--- config.mk ---
export PLATFORM = sky130hd
export DESIGN_NAME = wb_master_bridge
export DESIGN_NICKNAME = d
export VERILOG_FILES = /design/src/rtl/wb_master_bridge.sv
export SDC_FILE = /design/constraint.sdc
export NUM_CORES = 1
export LEC_CHECK = 0
export CORE_MARGIN = 1.5
export CORE_UTILIZATION = 38
export DETAILED_ROUTE_END_ITERATION = 10
export PLACE_DENSITY = 0.82
export SLEW_MARGIN = 20
export SYNTH_ARGS = -nofsm -noshare
export SYNTH_HDL_FRONTEND = slang
export SYNTH_SLANG_ARGS = --single-unit
--- constraint.sdc ---
create_clock -name i_clk -period 1.15 [get_ports i_clk]
set_input_delay 0.1725 -clock i_clk [delete_from_list [all_inputs] [get_ports i_clk]]
set_output_delay 0.1725 -clock i_clk [all_outputs]
set_load 0.02 [all_outputs]
--- src/rtl/wb_master_bridge.sv ---
// -----------------------------------------------------------------------------
// wb_master_bridge
//
// Purpose:
//   Converts a CPU valid/ready load-store port into single Wishbone classic
//   cycles. Only one transaction is outstanding at a time. The request is
//   registered onto the Wishbone master outputs. The bridge holds cyc/stb
//   until the interconnect acks. It then presents one response to the CPU.
//
// Optional feature (macro WB_TIMEOUT_EN):
//   When defined, a TMO_W-bit counter aborts a Wishbone cycle that has seen
//   TMO_CYCLES stb-high cycles without an ack. The response then has
//   o_rsp_err=1 and o_rsp_rdata=0. If ack and expiry fall in the same cycle,
//   the ack wins.
//   When undefined, the bridge waits for ack indefinitely and o_rsp_err is
//   always 0.
//
// Parameters:
//   DW          data width (CPU and Wishbone)
//   AW          address width
//   TMO_W       timeout counter width
//   TMO_CYCLES  stb-high cycles without ack before abort (< 2**TMO_W)
//
// Ports:
//   i_clk, i_rst                 clock; synchronous active-high reset
//   i_req_valid / o_req_ready    CPU request handshake
//   i_req_addr/we/wdata/be       CPU request payload
//   o_rsp_valid / i_rsp_ready    CPU response handshake
//   o_rsp_rdata, o_rsp_err       CPU response payload
//   o_wbm_adr/dat/sel/we         Wishbone master request outputs
//   o_wbm_cyc, o_wbm_stb         Wishbone cycle / strobe
//   i_wbm_dat, i_wbm_ack         Wishbone read data / ack from interconnect
// -----------------------------------------------------------------------------
module wb_master_bridge #(
  parameter int DW         = 32,
  parameter int AW         = 32,
  parameter int TMO_W      = 8,
  parameter int TMO_CYCLES = 255
) (
  input  logic            i_clk,
  input  logic            i_rst,
  // CPU request
  input  logic            i_req_valid,
  output logic            o_req_ready,
  input  logic [AW-1:0]   i_req_addr,
  input  logic            i_req_we,
  input  logic [DW-1:0]   i_req_wdata,
  input  logic [DW/8-1:0] i_req_be,
  // CPU response
  output logic            o_rsp_valid,
  input  logic            i_rsp_ready,
  output logic [DW-1:0]   o_rsp_rdata,
  output logic            o_rsp_err,
  // Wishbone master
  output logic [AW-1:0]   o_wbm_adr,
  output logic [DW-1:0]   o_wbm_dat,
  output logic [DW/8-1:0] o_wbm_sel,
  output logic            o_wbm_we,
  output logic            o_wbm_cyc,
  output logic            o_wbm_stb,
  input  logic [DW-1:0]   i_wbm_dat,
  input  logic            i_wbm_ack
);

  typedef enum logic [1:0] {
    S_IDLE = 2'd0,
    S_BUS  = 2'd1,
    S_RESP = 2'd2
  } state_t;

  // Counter value seen during the last allowed stb-high cycle. The first
  // stb-high cycle sees 0, so cycle N sees N-1.
  localparam logic [TMO_W-1:0] TMO_LAST = TMO_W'(TMO_CYCLES - 1);

  state_t            r_state;
  logic [AW-1:0]     r_wbm_adr;
  logic [DW-1:0]     r_wbm_dat;
  logic [DW/8-1:0]   r_wbm_sel;
  logic              r_wbm_we;
  logic              r_wbm_cyc;
  logic              r_wbm_stb;
  logic              r_rsp_valid;
  logic [DW-1:0]     r_rsp_rdata;
  logic              r_rsp_err;
  logic              w_tmo_expired;

`ifdef WB_TIMEOUT_EN
  logic [TMO_W-1:0]  r_tmo_cnt;

  // The counter counts stb-high cycles without ack. It rests at 0 outside
  // BUS, so it is already clear when the next request is accepted.
  always_ff @(posedge i_clk) begin
    if (i_rst) begin
      r_tmo_cnt <= '0;
    end else if (r_state == S_BUS && !i_wbm_ack) begin
      r_tmo_cnt <= r_tmo_cnt + 1'b1;
    end else begin
      r_tmo_cnt <= '0;
    end
  end

  assign w_tmo_expired = (r_tmo_cnt == TMO_LAST);
`else
  logic w_unused_tmo;
  assign w_unused_tmo  = ^TMO_LAST;
  assign w_tmo_expired = 1'b0;
`endif

  // NOTE: every register below updates with non-blocking assignments, so all
  // of them sample the same pre-edge values within this block.
  always_ff @(posedge i_clk) begin
    if (i_rst) begin
      r_state     <= S_IDLE;
      r_wbm_adr   <= '0;
      r_wbm_dat   <= '0;
      r_wbm_sel   <= '0;
      r_wbm_we    <= 1'b0;
      r_wbm_cyc   <= 1'b0;
      r_wbm_stb   <= 1'b0;
      r_rsp_valid <= 1'b0;
      r_rsp_rdata <= '0;
      r_rsp_err   <= 1'b0;
    end else begin
      case (r_state)
        S_IDLE: begin
          if (i_req_valid) begin
            r_wbm_adr <= i_req_addr;
            r_wbm_dat <= i_req_wdata;
            r_wbm_sel <= i_req_be;
            r_wbm_we  <= i_req_we;
            r_wbm_cyc <= 1'b1;
            r_wbm_stb <= 1'b1;
            r_state   <= S_BUS;
          end
        end

        S_BUS: begin
          // Ack is checked first, so it wins over a coincident timeout.
          if (i_wbm_ack) begin
            r_rsp_rdata <= r_wbm_we ? '0 : i_wbm_dat;
            r_rsp_err   <= 1'b0;
            r_wbm_cyc   <= 1'b0;
            r_wbm_stb   <= 1'b0;
            r_rsp_valid <= 1'b1;
            r_state     <= S_RESP;
          end else if (w_tmo_expired) begin
            r_rsp_rdata <= '0;
            r_rsp_err   <= 1'b1;
            r_wbm_cyc   <= 1'b0;
            r_wbm_stb   <= 1'b0;
            r_rsp_valid <= 1'b1;
            r_state     <= S_RESP;
          end
        end

        S_RESP: begin
          if (i_rsp_ready) begin
            r_rsp_valid <= 1'b0;
            r_state     <= S_IDLE;
          end
        end

        default: r_state <= S_IDLE;
      endcase
    end
  end

  // NOTE: o_req_ready is decoded from state rather than registered. This lets
  // the bridge accept a request in the first cycle after reset and in the
  // cycle right after a response handshake. Gating with i_rst keeps it low
  // during the reset cycle.
  assign o_req_ready = (r_state == S_IDLE) && !i_rst;

  assign o_rsp_valid = r_rsp_valid;
  assign o_rsp_rdata = r_rsp_rdata;
  assign o_rsp_err   = r_rsp_err;
  assign o_wbm_adr   = r_wbm_adr;
  assign o_wbm_dat   = r_wbm_dat;
  assign o_wbm_sel   = r_wbm_sel;
  assign o_wbm_we    = r_wbm_we;
  assign o_wbm_cyc   = r_wbm_cyc;
  assign o_wbm_stb   = r_wbm_stb;

endmodule

Word level (Yosys, flattened, before mapping)
Index checks and enable logic that the tools add are counted.
{"block": "op_classes", "n_reduce_logical": 10, "muxes": 11, "n_eq_ne": 5}
{"operator": "$mux W32", "n": 1}
{"operator": "$reduce_and A3 Y1", "n": 3}
{"operator": "$mux W2", "n": 3}
{"operator": "$ne A2 B2 Y1 const B", "n": 3}
{"operator": "$pmux W2 S3", "n": 1}
{"operator": "$mux W1", "n": 4}
{"operator": "$pmux W1 S2", "n": 2}
{"operator": "$reduce_and A2 Y1", "n": 2}
{"operator": "$reduce_bool A2 Y1", "n": 2}
{"operator": "$eq A2 B1 Y1 const B", "n": 1}
{"operator": "$eq A2 B2 Y1 const B", "n": 1}
{"operator": "$logic_not A2 Y1", "n": 1}
{"operator": "$logic_and A1 B1 Y1", "n": 1}
{"operator": "$logic_not A1 Y1", "n": 1}
{"block": "word_totals", "word_cells": 34, "input_bits": 106, "reg_bits": 105, "output_inout_bits": 106}

Logic depth before layout (Yosys ltp)
{"block": "logic_depth", "word_depth": 3, "ltp_mapped": 5, "mapped_depth_nobuf": 2}

Worst setup path before layout
No wires, ideal clock.
{"block": "synth_path", "path_type": "register -> register", "from": "register r_wbm_we (netlist: o_wbm_we)", "to": "register r_rsp_rdata[22] (netlist: o_rsp_rdata[22])", "setup_time_ns": 0.072, "stages_incl_launch_ff": 4, "t_required_ns": 1.078, "n_path_buf": 1, "synth_period_minus_slack_ns": 1.211, "arrival_ns": 1.140, "setup_slack_ns": -0.061, "path_cell_list": "dfxtp_1 -> clkbuf_1 -> or3b_2 -> mux2i_1"}
{"block": "synth_via", "elab_chain_cells": 1}
{"item": "start: declaration", "line": "79", "source": "logic r_wbm_we;"}
{"item": "start signal: assignment", "line": "130", "source": "r_wbm_we <= i_req_we;"}
{"item": "$mux W32", "line": "140", "source": "r_rsp_rdata <= r_wbm_we ? '0 : i_wbm_dat;"}
{"item": "end signal: assignment", "line": "140"}
{"item": "end: declaration", "line": "83", "source": "logic [DW-1:0] r_rsp_rdata;"}
Every way passes these cells.
A chain may end at the register's enable or synchronous reset.

Worst setup path in the final report
{"block": "layout_path", "from": "register r_state[0]", "to": "register r_wbm_dat[16] (netlist: o_wbm_dat[16])"}
{"block": "layout_via", "elab_chain_cells": 2}
{"item": "start: declaration", "line": "75", "source": "state_t r_state;"}
{"item": "start signal: assignment", "line": "113", "source": "r_state <= S_IDLE;"}
{"item": "start signal: assignment", "line": "133", "source": "r_state <= S_BUS;"}
{"item": "start signal: assignment", "line": "145", "source": "r_state <= S_RESP;"}
{"item": "$logic_not A2 Y1", "line": "124", "source": "case (r_state)"}
{"item": "$reduce_and A2 Y1 (no source line)"}
{"item": "end signal: assignment", "line": "128", "source": "r_wbm_dat <= i_req_wdata;"}
{"item": "end: declaration", "line": "77", "source": "logic [DW-1:0] r_wbm_dat;"}
Every way passes these cells.

==> impl_metrics.env <==
export IMPL_wl_mm=13.0
export IMPL_ys_warn_count=0
export IMPL_met1_usage_pct=22.2
export IMPL_cp_num_buf_inv=3
export IMPL_power_internal_uw=6540
export IMPL_power_frac_seq_pct=45.1
export IMPL_violations="setup timing"
export IMPL_fin_skew_ns=0.00579
export IMPL_ys_seq_area_share_pct=43.5
export IMPL_drc=0
export IMPL_cts_made_buffers=9
export IMPL_antenna_found_initial=0
export IMPL_critPathKind="register to register"
export IMPL_ant_nets=0
export IMPL_period_share_pct=119
export IMPL_postCtsHoldBufs=0
export IMPL_grtUsageTotal_pct=19.1
export IMPL_cts_root_buf="clkbuf_16"
export IMPL_gp_congestion=0.770
export IMPL_grt_max_degree=85
export IMPL_syn_nets=569
export IMPL_period_minus_slack_ns=1.37
export IMPL_via_count=3934
export IMPL_power_density_nw_per_um2=1170
export IMPL_clk_pin_slew_worst_paths_ns=0.07
export IMPL_status="complete, but fails checks"
export IMPL_cts_sinks=105
export IMPL_coreArea_um2=12500
export IMPL_hold_viol=0
export IMPL_p_leak_uw=0.00305
export IMPL_grt_overflow_total=0
export IMPL_layout_nets=786
export IMPL_antenna_cells=0
export IMPL_grt_pass1_wl_mm=20.1
export IMPL_die_width_um=116
export IMPL_crit_path_end_kind="register"
export IMPL_synth_cell_types=21
export IMPL_dp_slack_ns=-0.472
export IMPL_met3_usage_pct=5.23
export IMPL_multi_input_area_um2=2490
export IMPL_critPathMaxFanout=8
export IMPL_final_max_slew_viol_count=0
export IMPL_die_area_um2=13400
export IMPL_via_per_inst=4.60
export IMPL_worstHoldPathType="input port to register"
export IMPL_clock_latency_ns=0.33
export IMPL_place_hpwl_mm=8.49
export IMPL_utilization_pct=60.7
export IMPL_placement_rows=41
export IMPL_fillers=1091
export IMPL_start_util_pct=38.6
export IMPL_vdd_drop_max_uv=629
export IMPL_max_stage_delay_ns=0.33
export IMPL_cts_tree="built"
export IMPL_cp_start_kind="register"
export IMPL_crit_chain="buf_12, nor3b_4, buf_4, bufbuf_16, mux2i_1"
export IMPL_ctsHtreeMaxLevel=3
export IMPL_fmax_mhz=732
export IMPL_ff_latch_area_um2=2110
export IMPL_drive_gt1_share_pct=28.1
export IMPL_synth_seq_cells=105
export IMPL_synthToLayoutAreaGrowth_pct=57.0
export IMPL_dr_pass1_iters=4
export IMPL_grt_busiest_layer="met2"
export IMPL_synth_area_um2=4840
export IMPL_cp_top_family="buffers and inverters"
export IMPL_p_switching_uw=2330
export IMPL_grt_use_met2_pct=34.3
export IMPL_io_pins=212
export IMPL_wl_per_cell_um=15.2
export IMPL_chipHeight_um=116
export IMPL_drt_iter0_drc=144
export IMPL_syn_inst=463
export IMPL_syn_avg_cell_area_um2=10.4
export IMPL_cts_buffer_depth=2
export IMPL_crit_slowest_cell="dfxtp_2"
export IMPL_rsz0062_at_grt="yes"
export IMPL_first_global_vias=3991
export IMPL_comb_power_share_pct=24.3
export IMPL_portBuffers=210
export IMPL_cap_violations=0
export IMPL_fin_ws_ns=-0.217
export IMPL_p_sw_share_pct=26.3
export IMPL_clock_power_share_pct=30.5
export IMPL_worstPathRequired_ns=1.41
export IMPL_finalSetupViolCount=103
export IMPL_critPathArrivalTime_ns=1.63
[cells by family after synthesis]
logic type	Yosys count	synth area share [%]
mux	101	20.9
simple gates	210	29.0
flops	105	43.5
compound gates	5	0.828
buf+inv	41	5.69
other cells	1	0.0775
[synthesized netlist by cell type]
library cell	instances	area share, %
nand2b_1	173	22
mux2i_1	101	21
dfxtp_1	105	43
o21ba_2	1	0.21
or3b_2	27	4.9
buf_6	11	2.6
buf_2	1	0.10
buf_8	1	0.31
a2111oi_0	1	0.18
clkbuf_1	20	1.6
o32ai_1	1	0.18
conb_1	1	0.078
a21oi_1	1	0.10
or3b_1	5	0.91
nor3b_1	1	0.16
a211oi_1	1	0.16
and3b_1	2	0.36
nor3b_2	1	0.26
buf_4	7	1.1
inv_1	1	0.078
nor3_1	1	0.10
[tightest hold or removal path, delay by kind of cell]
family,cells,cell delay [ns]
buffers and inverters,2,0.31
multiplexers,1,0.05
AND/OR/NAND/NOR,1,0.13
[state kept, by name, summed over array words and instances, names as in the netlist]
name / flops
o_rsp_rdata: 32
o_wbm_adr: 32
o_wbm_dat: 32
o_wbm_sel: 4
r_state: 2
o_rsp_valid: 1
o_wbm_stb: 1
o_wbm_we: 1
[metrics by stage]
| stage | total power, µW | instance area (µm²) | setup TNS (ns) | hold slack, ns | instances |
|---|---|---|---|---|---|
| finish | 8870 | 7590 | -14.78 | 0.380 | 855 |
| global route | 9250 | 7590 | -20.94 | 0.401 | 855 |
| global placement | 6020 | 7090 | -37.36 | 0.458 | 822 |
| CTS | 9010 | 7860 | -14.93 | 0.374 | 855 |
| floorplan | 5110 | 4850 | -0.171 | 0.320 | 463 |
| detailed placement | 6070 | 7090 | -37.76 | 0.464 | 822 |
[metal layers]
metal | share of wire (%) | up-vias | routed length [µm]
met5 | 0 | - | 0
met4 | 1.3 | 0 | 164
met3 | 6.0 | 11 | 782
met2 | 51 | 119 | 6630
met1 | 42 | 1859 | 5450
li1 | - | 1945 | -
[final cells by class]
cell class / instances / share of cell area [%]
inverters: 1 / 0.0494
flip-flops and latches: 105 / 27.7
clock buffers: 10 / 3.02
clock inverters: 4 / 0.297
well taps: 172 / 2.83
multi-input cells: 317 / 32.8
repair buffers: 246 / 33.2
[what timing repair did]
action,CTS,global route
cloned,11,1
setup buffers,10,1
hold endpoints to repair,0,0
resized for setup,341,58
endpoints found under the setup margin,207,153
pin swaps,1,2
[cells in the final DEF, fill, tap and decap left out, types with 3 or more instances in the layout]
cell             count
buf_12               5
buf_8                3
nand2b_1           173
buf_6                8
clkinv_2             3
mux2i_1             98
or3b_1               5
clkdlybuf4s50_1    104
buf_2               50
clkbuf_2             3
dfxtp_2              3
buf_4               10
clkbuf_16           10
dfxtp_1            102
clkdlybuf4s15_2     51
mux2i_2              3
buf_16              10
or3b_2              27
[path summary, 6_finish.rpt]
kind / slack, ns / startpoint / depth (start not counted) / to
hold reg to reg: 0.47 / o_rsp_rdata[2] / 2 / o_rsp_rdata[2]
setup / recovery: -0.22 / r_state[0] / 5 / o_wbm_dat[16]
hold / removal: 0.38 / i_rst / 4 / o_rsp_rdata[2]
setup reg to reg: -0.22 / r_state[0] / 5 / o_wbm_dat[16]
[power groups by stage]
stage	logic [µW]	registers (µW)	clock network, µW
after floorplan	760	4350	0
after global placement	1940	4080	0
after detailed placement	1990	4080	0
after CTS	2220	4010	2780
after global routing	2290	4030	2930
final	2160	4000	2710
No activity file was read; power rests on OpenSTA's default activity.
